[src/rtl/debug_uart_tx.sv]
// debug_uart_tx
//   Captures the CPU debug outputs on request and sends them as one 10-byte
//   packet over a UART 8N1 line (LSB first, no gap between bytes):
//     SYNC_BYTE, p1..p7, {7'b0, led}, checksum
//   The checksum is the mod-256 sum of p1..p7 and {7'b0, led}.
//
// Ports
//   clk                      system clock, rising edge
//   reset                    synchronous, active-high reset
//   start                    request a snapshot + packet (ignored while busy)
//   debug_port1..debug_port7 CPU debug bytes
//   led                      CPU led output
//   tx                       UART serial line, idle high (registered)
//   busy                     high while a packet is in flight (registered)
//   done                     one-cycle pulse when a packet completes (registered)

module debug_uart_tx #(
    parameter int unsigned CLKS_PER_BIT = 434,
    parameter logic [7:0]  SYNC_BYTE    = 8'hA5
) (
    input  logic       clk,
    input  logic       reset,
    input  logic       start,
    input  logic [7:0] debug_port1,
    input  logic [7:0] debug_port2,
    input  logic [7:0] debug_port3,
    input  logic [7:0] debug_port4,
    input  logic [7:0] debug_port5,
    input  logic [7:0] debug_port6,
    input  logic [7:0] debug_port7,
    input  logic       led,
    output logic       tx,
    output logic       busy,
    output logic       done
);

    localparam logic [1:0] IDLE  = 2'd0;
    localparam logic [1:0] START = 2'd1;
    localparam logic [1:0] DATA  = 2'd2;
    localparam logic [1:0] STOP  = 2'd3;

    localparam logic [15:0] BIT_LAST  = 16'(CLKS_PER_BIT - 1);
    localparam logic [3:0]  LAST_BYTE = 4'd9;

    logic [1:0]  state;
    logic [15:0] bit_cnt;
    logic [2:0]  bit_idx;
    logic [3:0]  byte_idx;
    logic [7:0]  shift_reg;

    logic [7:0]  snap [8];
    logic [7:0]  checksum;

    logic        accept;
    logic        bit_end;
    logic [3:0]  next_idx;
    logic [7:0]  next_byte;
    logic [10:0] sum_in;

    assign accept   = start && !busy;
    assign bit_end  = (bit_cnt == BIT_LAST);
    assign next_idx = byte_idx + 4'd1;

    // Checksum of the live inputs, latched together with the snapshot so the
    // last byte never depends on inputs that changed after accept.
    always_comb begin
        // NOTE: every variable written here gets a value before any
        // conditional logic, so no path leaves it unassigned (no latch).
        sum_in = {10'd0, led};
        sum_in = sum_in + {3'd0, debug_port1};
        sum_in = sum_in + {3'd0, debug_port2};
        sum_in = sum_in + {3'd0, debug_port3};
        sum_in = sum_in + {3'd0, debug_port4};
        sum_in = sum_in + {3'd0, debug_port5};
        sum_in = sum_in + {3'd0, debug_port6};
        sum_in = sum_in + {3'd0, debug_port7};
    end

    // Byte loaded into the shift register on a STOP -> START transition:
    // indices 1..8 come from the snapshot, index 9 is the checksum.
    always_comb begin
        next_byte = checksum;
        for (int i = 0; i < 8; i++) begin
            if (next_idx == 4'(i + 1)) next_byte = snap[i];
        end
    end

    // NOTE: the snapshot is plain data storage, qualified by accept before it
    // is ever read, so it is deliberately left without a reset.
    always_ff @(posedge clk) begin
        if (accept) begin
            snap[0]  <= debug_port1;
            snap[1]  <= debug_port2;
            snap[2]  <= debug_port3;
            snap[3]  <= debug_port4;
            snap[4]  <= debug_port5;
            snap[5]  <= debug_port6;
            snap[6]  <= debug_port7;
            snap[7]  <= {7'd0, led};
            checksum <= 8'(sum_in);
        end
    end

    // NOTE: all state is updated with non-blocking assignments so every flop
    // sees the pre-edge values of the others, regardless of statement order.
    always_ff @(posedge clk) begin
        if (reset) begin
            state     <= IDLE;
            tx        <= 1'b1;
            busy      <= 1'b0;
            done      <= 1'b0;
            bit_cnt   <= 16'd0;
            bit_idx   <= 3'd0;
            byte_idx  <= 4'd0;
            shift_reg <= 8'd0;
        end else begin
            done <= 1'b0;
            if (state != IDLE) begin
                bit_cnt <= bit_end ? 16'd0 : bit_cnt + 16'd1;
            end
            case (state)
                IDLE: begin
                    if (accept) begin
                        state     <= START;
                        busy      <= 1'b1;
                        tx        <= 1'b0;
                        bit_cnt   <= 16'd0;
                        byte_idx  <= 4'd0;
                        shift_reg <= SYNC_BYTE;
                    end
                end
                START: begin
                    if (bit_end) begin
                        state     <= DATA;
                        bit_idx   <= 3'd0;
                        tx        <= shift_reg[0];
                        shift_reg <= shift_reg >> 1;
                    end
                end
                DATA: begin
                    if (bit_end) begin
                        if (bit_idx == 3'd7) begin
                            state   <= STOP;
                            bit_idx <= 3'd0;
                            tx      <= 1'b1;
                        end else begin
                            bit_idx   <= bit_idx + 3'd1;
                            tx        <= shift_reg[0];
                            shift_reg <= shift_reg >> 1;
                        end
                    end
                end
                STOP: begin
                    if (bit_end) begin
                        if (byte_idx == LAST_BYTE) begin
                            state    <= IDLE;
                            busy     <= 1'b0;
                            done     <= 1'b1;
                            byte_idx <= 4'd0;
                        end else begin
                            // Next start bit follows the stop bit directly.
                            state     <= START;
                            tx        <= 1'b0;
                            byte_idx  <= next_idx;
                            shift_reg <= next_byte;
                        end
                    end
                end
                default: state <= IDLE;
            endcase
        end
    end

endmodule

[config.mk]
export PLATFORM = sky130hd
export DESIGN_NAME = debug_uart_tx
export DESIGN_NICKNAME = d
export VERILOG_FILES = /design/src/rtl/debug_uart_tx.sv
export SDC_FILE = /design/constraint.sdc
export NUM_CORES = 1
export LEC_CHECK = 0
export CAP_MARGIN = 25
export CORE_ASPECT_RATIO = 0.6
export CORE_UTILIZATION = 35
export CTS_CLUSTER_SIZE = 16
export DETAILED_ROUTE_END_ITERATION = 6
export GPL_ROUTABILITY_DRIVEN = 1
export GPL_TIMING_DRIVEN = 0
export REMOVE_ABC_BUFFERS = 1
export SLEW_MARGIN = 20
export SYNTH_ARGS = -nofsm -noshare
export SYNTH_HDL_FRONTEND = slang
export SYNTH_SLANG_ARGS = --single-unit
[constraint.sdc]
create_clock -name clk -period 10.8 [get_ports clk]
set_clock_uncertainty 0.1 [all_clocks]
set_input_delay 2.16 -clock clk [delete_from_list [all_inputs] [get_ports clk]]
set_output_delay 2.16 -clock clk [all_outputs]
set_load 0.01 [all_outputs]
# Yosys cells after proc, flatten, opt, wreduce, memory -nomap -nowiden
# Memory sizes are Yosys's and may differ from the RTL's.
# Index checks and enable logic that the tools add are counted.
word_totals:
  ff_bits: 44
  mem_bits_rw: 64
  input_bits: 60
  output_inout_bits: 3
  elab_cells: 105
  n_memories: 1
memory_table:
  columns: ["name", "depth", "width", "read_ports", "rd_clocked_by_memory_dff", "write_ports", "line_no", "text"]
  rows:
  - ["snap", 8, 8, 8, 0, 8, "51", "logic [7:0] snap [8];"]
classes:
  addsub: 10
  eq_ne: 22
  muxes: 48
  bitwise_logic: 2
  n_reduce_logical: 13
op_table:
  columns: ["op", "n"]
  rows:
  - ["two-way mux 8 bit", 14]
  - ["two-way mux 16 bit", 4]
  - ["adder 8 bit", 6]
  - ["one-hot mux 8 bit (4 select lines)", 1]
  - ["adder 16 x 1 -> 16 bit, second input constant", 1]
  - ["== test 16 x 9 -> 1 bit, second input constant", 1]
  - ["== test 4 x 3 -> 1 bit, second input constant", 4]
  - ["!= test 2 bit, second input constant", 8]
  - ["two-way mux 1 bit", 13]
  - ["two-way mux 4 bit", 3]
  - ["two-way mux 2 bit", 5]
  - ["AND reduction 5 bit", 2]
  - ["two-way mux 3 bit", 3]
  - ["adder 1 x 8 -> 8 bit", 1]
  - ["== test 4 x 2 -> 1 bit, second input constant", 2]
  - ["== test 4 bit, second input constant", 2]
  - ["one-hot mux 2 bit (4 select lines)", 1]
  - ["one-hot mux 4 bit (2 select lines)", 1]
  - ["one-hot mux 3 bit (2 select lines)", 1]
  - ["AND reduction 3 bit", 2]
  - ["AND reduction 6 bit", 1]
  - ["nonzero test 2 bit", 3]
  - ["adder 4 x 1 -> 4 bit, second input constant", 1]
  - ["== test 2 bit, second input constant", 2]
  - ["other kinds (12)", 13]

# Logic depth before layout (Yosys ltp)
depth:
  word_depth: 13
  mapped_depth: 15
  mapped_depth_nobuf: 15

# Worst setup path before layout
# OpenSTA, ideal clock, no wires.
synth_path:
  path_type: "input-to-reg"
  from: "input debug_port1[2]"
  to: "register checksum[7], data pin"
  setup_ps: 260
  arrival_time_ps: 5447
  required_time_ps: 10440
  setup_slack_ps: 4993
  stages: 15
  path_buffers: 0
  path_cell_list: "inv_1 > fa_1 > inv_1 > fa_1 > fa_1 > inv_1 > fa_1 > inv_1 > fa_1 > a21oi_1 > nor2_1 > nor2_1 > o21bai_1 > a21oi_1 > xnor2_1"
synth_via:
  elab_chain_len: 7
synth_lines:
  columns: ["element", "line_no", "text"]
  rows:
  - ["start, declared", "24", "input logic [7:0] debug_port1,"]
  - ["adder 1 x 8 -> 8 bit", "70", "sum_in = sum_in + {3'd0, debug_port1};"]
  - ["adder 8 bit", "71", "sum_in = sum_in + {3'd0, debug_port2};"]
  - ["adder 8 bit", "72", "sum_in = sum_in + {3'd0, debug_port3};"]
  - ["adder 8 bit", "73", "sum_in = sum_in + {3'd0, debug_port4};"]
  - ["adder 8 bit", "74", "sum_in = sum_in + {3'd0, debug_port5};"]
  - ["adder 8 bit", "75", "sum_in = sum_in + {3'd0, debug_port6};"]
  - ["adder 8 bit", "76", "sum_in = sum_in + {3'd0, debug_port7};"]
  - ["named net sum_in[7]", "58", "logic [10:0] sum_in;"]
  - ["end signal, assigned", "100", "checksum <= 8'(sum_in);"]
  - ["end, declared", "52", "logic [7:0] checksum;"]
# The timed path passes the listed nets, and every way through them passes these cells.
# A chain may end at the register's enable or synchronous reset.

# Worst setup path after layout
# Ends and elaborated chain as after synthesis.

==> metrics <==
status complete, no violations; core area about 17000 um2; top-count cell post-synth inv_1; Post-synth EDFFs 65; clock net sink count approximately 100; top flop regs snap: 57 flops, bit_cnt: 16 flops; TritonCTS clock tree built; Yosys warning count 0; post-layout minimum cycle time roughly 6400 ps; routed len/inst around 18 um; Initial Util between 30% and 40%; sequential area share after synthesis ~42%; Post-CTS Hold Buffers 0; Cell Pwr Density between 150 and 200 nW/um2; Chip Height roughly 110 um; Worst path top cell family by delay adder cells; I/O Pins 63; Root Driver clkbuf_16; crit path capture type flop; final hold vios 0; later-pin clock latency in the skew report around 350 ps; initial DRC count ~550; Main synth FF type edfxtp_1; synthesized instance count around 630; Syn Area/Cell around 10 um2; Synth area leaders edfxtp_1, dfxtp_1, fa_1; CP max FO 2; dpl hpwl 12100 um; die area 18700 um2; row count 37; drt drc 0; post-cts gate resize count 0; WL final 16600 um; Worst Reg-to-Reg Cells 7; vias in the first global route about 5000; asr flop ratio synth 0%; fin crit share about three fifths; slowest stage cell, crit path fa_1; Worst path max stage delay between 500 and 600 ps; layout cell share with drive strength beyond 1 5.79%; worst hold stages 2; cell area after synthesis 6350 um2; max FFs per register 57; Rel. slew slack 33.2%; worst min-delay path category flop to flop; Total Power roughly 0.0014 W; CTS buffer count 9; RSZ-0062 raised after global routing no; crit path DAT about 6400 ps; Buf+Inv Stages, Crit Path 5; Worst-path clk slew approximately 70 ps; worst flop-to-flop path endpoint shift_reg[5]$_SDFFE_PP0P_; Crit Path Category input pin to flop; flop-to-flop setup slack about 7300 ps; clk buf depth 2; antenna-violating nets left 0; RR Startpoint byte_idx[0]$_SDFFE_PP0P_; antenna violations before repair 0; cell taking the most area after synthesis edfxtp_1; routed vias/inst 5.62; Post-CTS Setup Bufs 0; Setup Viol. Count Final 0; setup_tns 0 ps; first-pass GRT wire length around 26000 um; detailed-route via count 5100; synth-to-layout area growth 17.1%; CP startpoint kind input pin; Lkg Pwr between 2 and 3 nW; 1st-pass router iterations 6; Critical Path Stages 16; Peak VDD IR approximately 80 uV; GRT Util Overall 18.2%; worst slew pin tran 992 ps; Slew Viols, Final 0; crit path launch debug_port1[2]; Buffers on Ports 62; max cap viols 0; Die X approximately 180 um; synth cell count leaders inv_1, edfxtp_1, nor2_1, a21oi_1, nand2_1; antenna diode count 0; layout net count 782; Top reg by flops snap; Worst EP required 10800 ps; Synth top area share between 30% and 40%; Setup crit end checksum[7]$_DFFE_PP_; number of synthesized register bits slightly above 100; H-tree levels 3; Remaining Overflow, GRT 0; most used cell along the critical path fa_1; unique cell type count in the Yosys netlist 72; CP cell instances clkdlybuf4s50_1, inv_1, fa_1, inv_1, fa_1, fa_1, inv_1, fa_1, inv_1, fa_1, a21oi_1, nor2_1, nor2_1, o21bai_1, a21oi_1, xnor2_1; largest net degree at the start of global routing between 40 and 50; RePlAce Congestion roughly 0.9; fmax about 160 MHz
stage by stage:
stage          area, um2  cells  hold slack [ps]  worst slack, ps  util (%)
2_1_floorplan       6180    594              330             4990         -
3_3_place_gp        7100    890              346             4150      40.7
3_5_place_dp        7160    892              356             4060      41.0
4_1_cts             7430    908              370             4430      42.6
5_1_grt             7430    908              399             4270      42.6
6_report            7430    908              378             4440      42.6
cell usage in the layout, fill, tap and decap left out, drive strengths merged, types with 15 or more instances in the layout:
cell type      count
a21oi             38
fa                33
a31oi             15
dfxtp             36
nor2              51
edfxtp            65
nand2             38
inv               76
nand3             18
clkdlybuf4s50     61
ha                20
o21ai             21
cell type report:
class,count,area [um2]
Fill cell,1652,10000
Sequential cell,101,2670
Clock inverter,6,45.0
Multi-Input combinational cell,419,3260
Tap cell,234,293
Clock buffer,10,229
Inverter,74,280
Timing Repair Buffer,64,656
routing by layer:
layer	vias up	wire length (um)	share of wire [%]	track usage (%)
met5	-	0	0	0
met4	0	223	1.3	4.78
met3	24	1150	6.9	4.11
met2	222	7090	43	26.1
met1	2503	8140	49	27.2
li1	2351	-	-	-
worst min-delay path: stages, from the launching register on:
cell	delay, ps
dfxtp_1	320
nand2_1	60
a21oi_1	50
how the worst min path moves through the flow:
stage / from / end
final: bit_idx[1]$_SDFFE_PP0P_ / bit_idx[1]$_SDFFE_PP0P_
after global routing: bit_cnt[9]$_SDFF_PP0_ / bit_cnt[9]$_SDFF_PP0_
after CTS: bit_idx[1]$_SDFFE_PP0P_ / bit_idx[1]$_SDFFE_PP0P_
after detailed placement: shift_reg[6]$_SDFFE_PP0P_ / shift_reg[6]$_SDFFE_PP0P_
after global placement: bit_idx[1]$_SDFFE_PP0P_ / bit_idx[1]$_SDFFE_PP0P_
after floorplan: bit_idx[1]$_SDFFE_PP0P_ / bit_idx[1]$_SDFFE_PP0P_
cell families after synthesis:
kind of cell,after synthesis,share of synthesized area (%)
simple gates,179,14.5
compound gates,166,19.0
buf+inv,112,6.98
flops,101,42.1
fa+ha+maj,53,14.4
xor+xnor,17,2.35
mux,4,0.670
where the power goes:
part,internal [W],switching (W)
clock,0.000158,0.000152
combinational,0.000220,0.000314
sequential,0.000493,0.0000326
total,0.000872,0.000498
(Power assumes the default switching activity.)
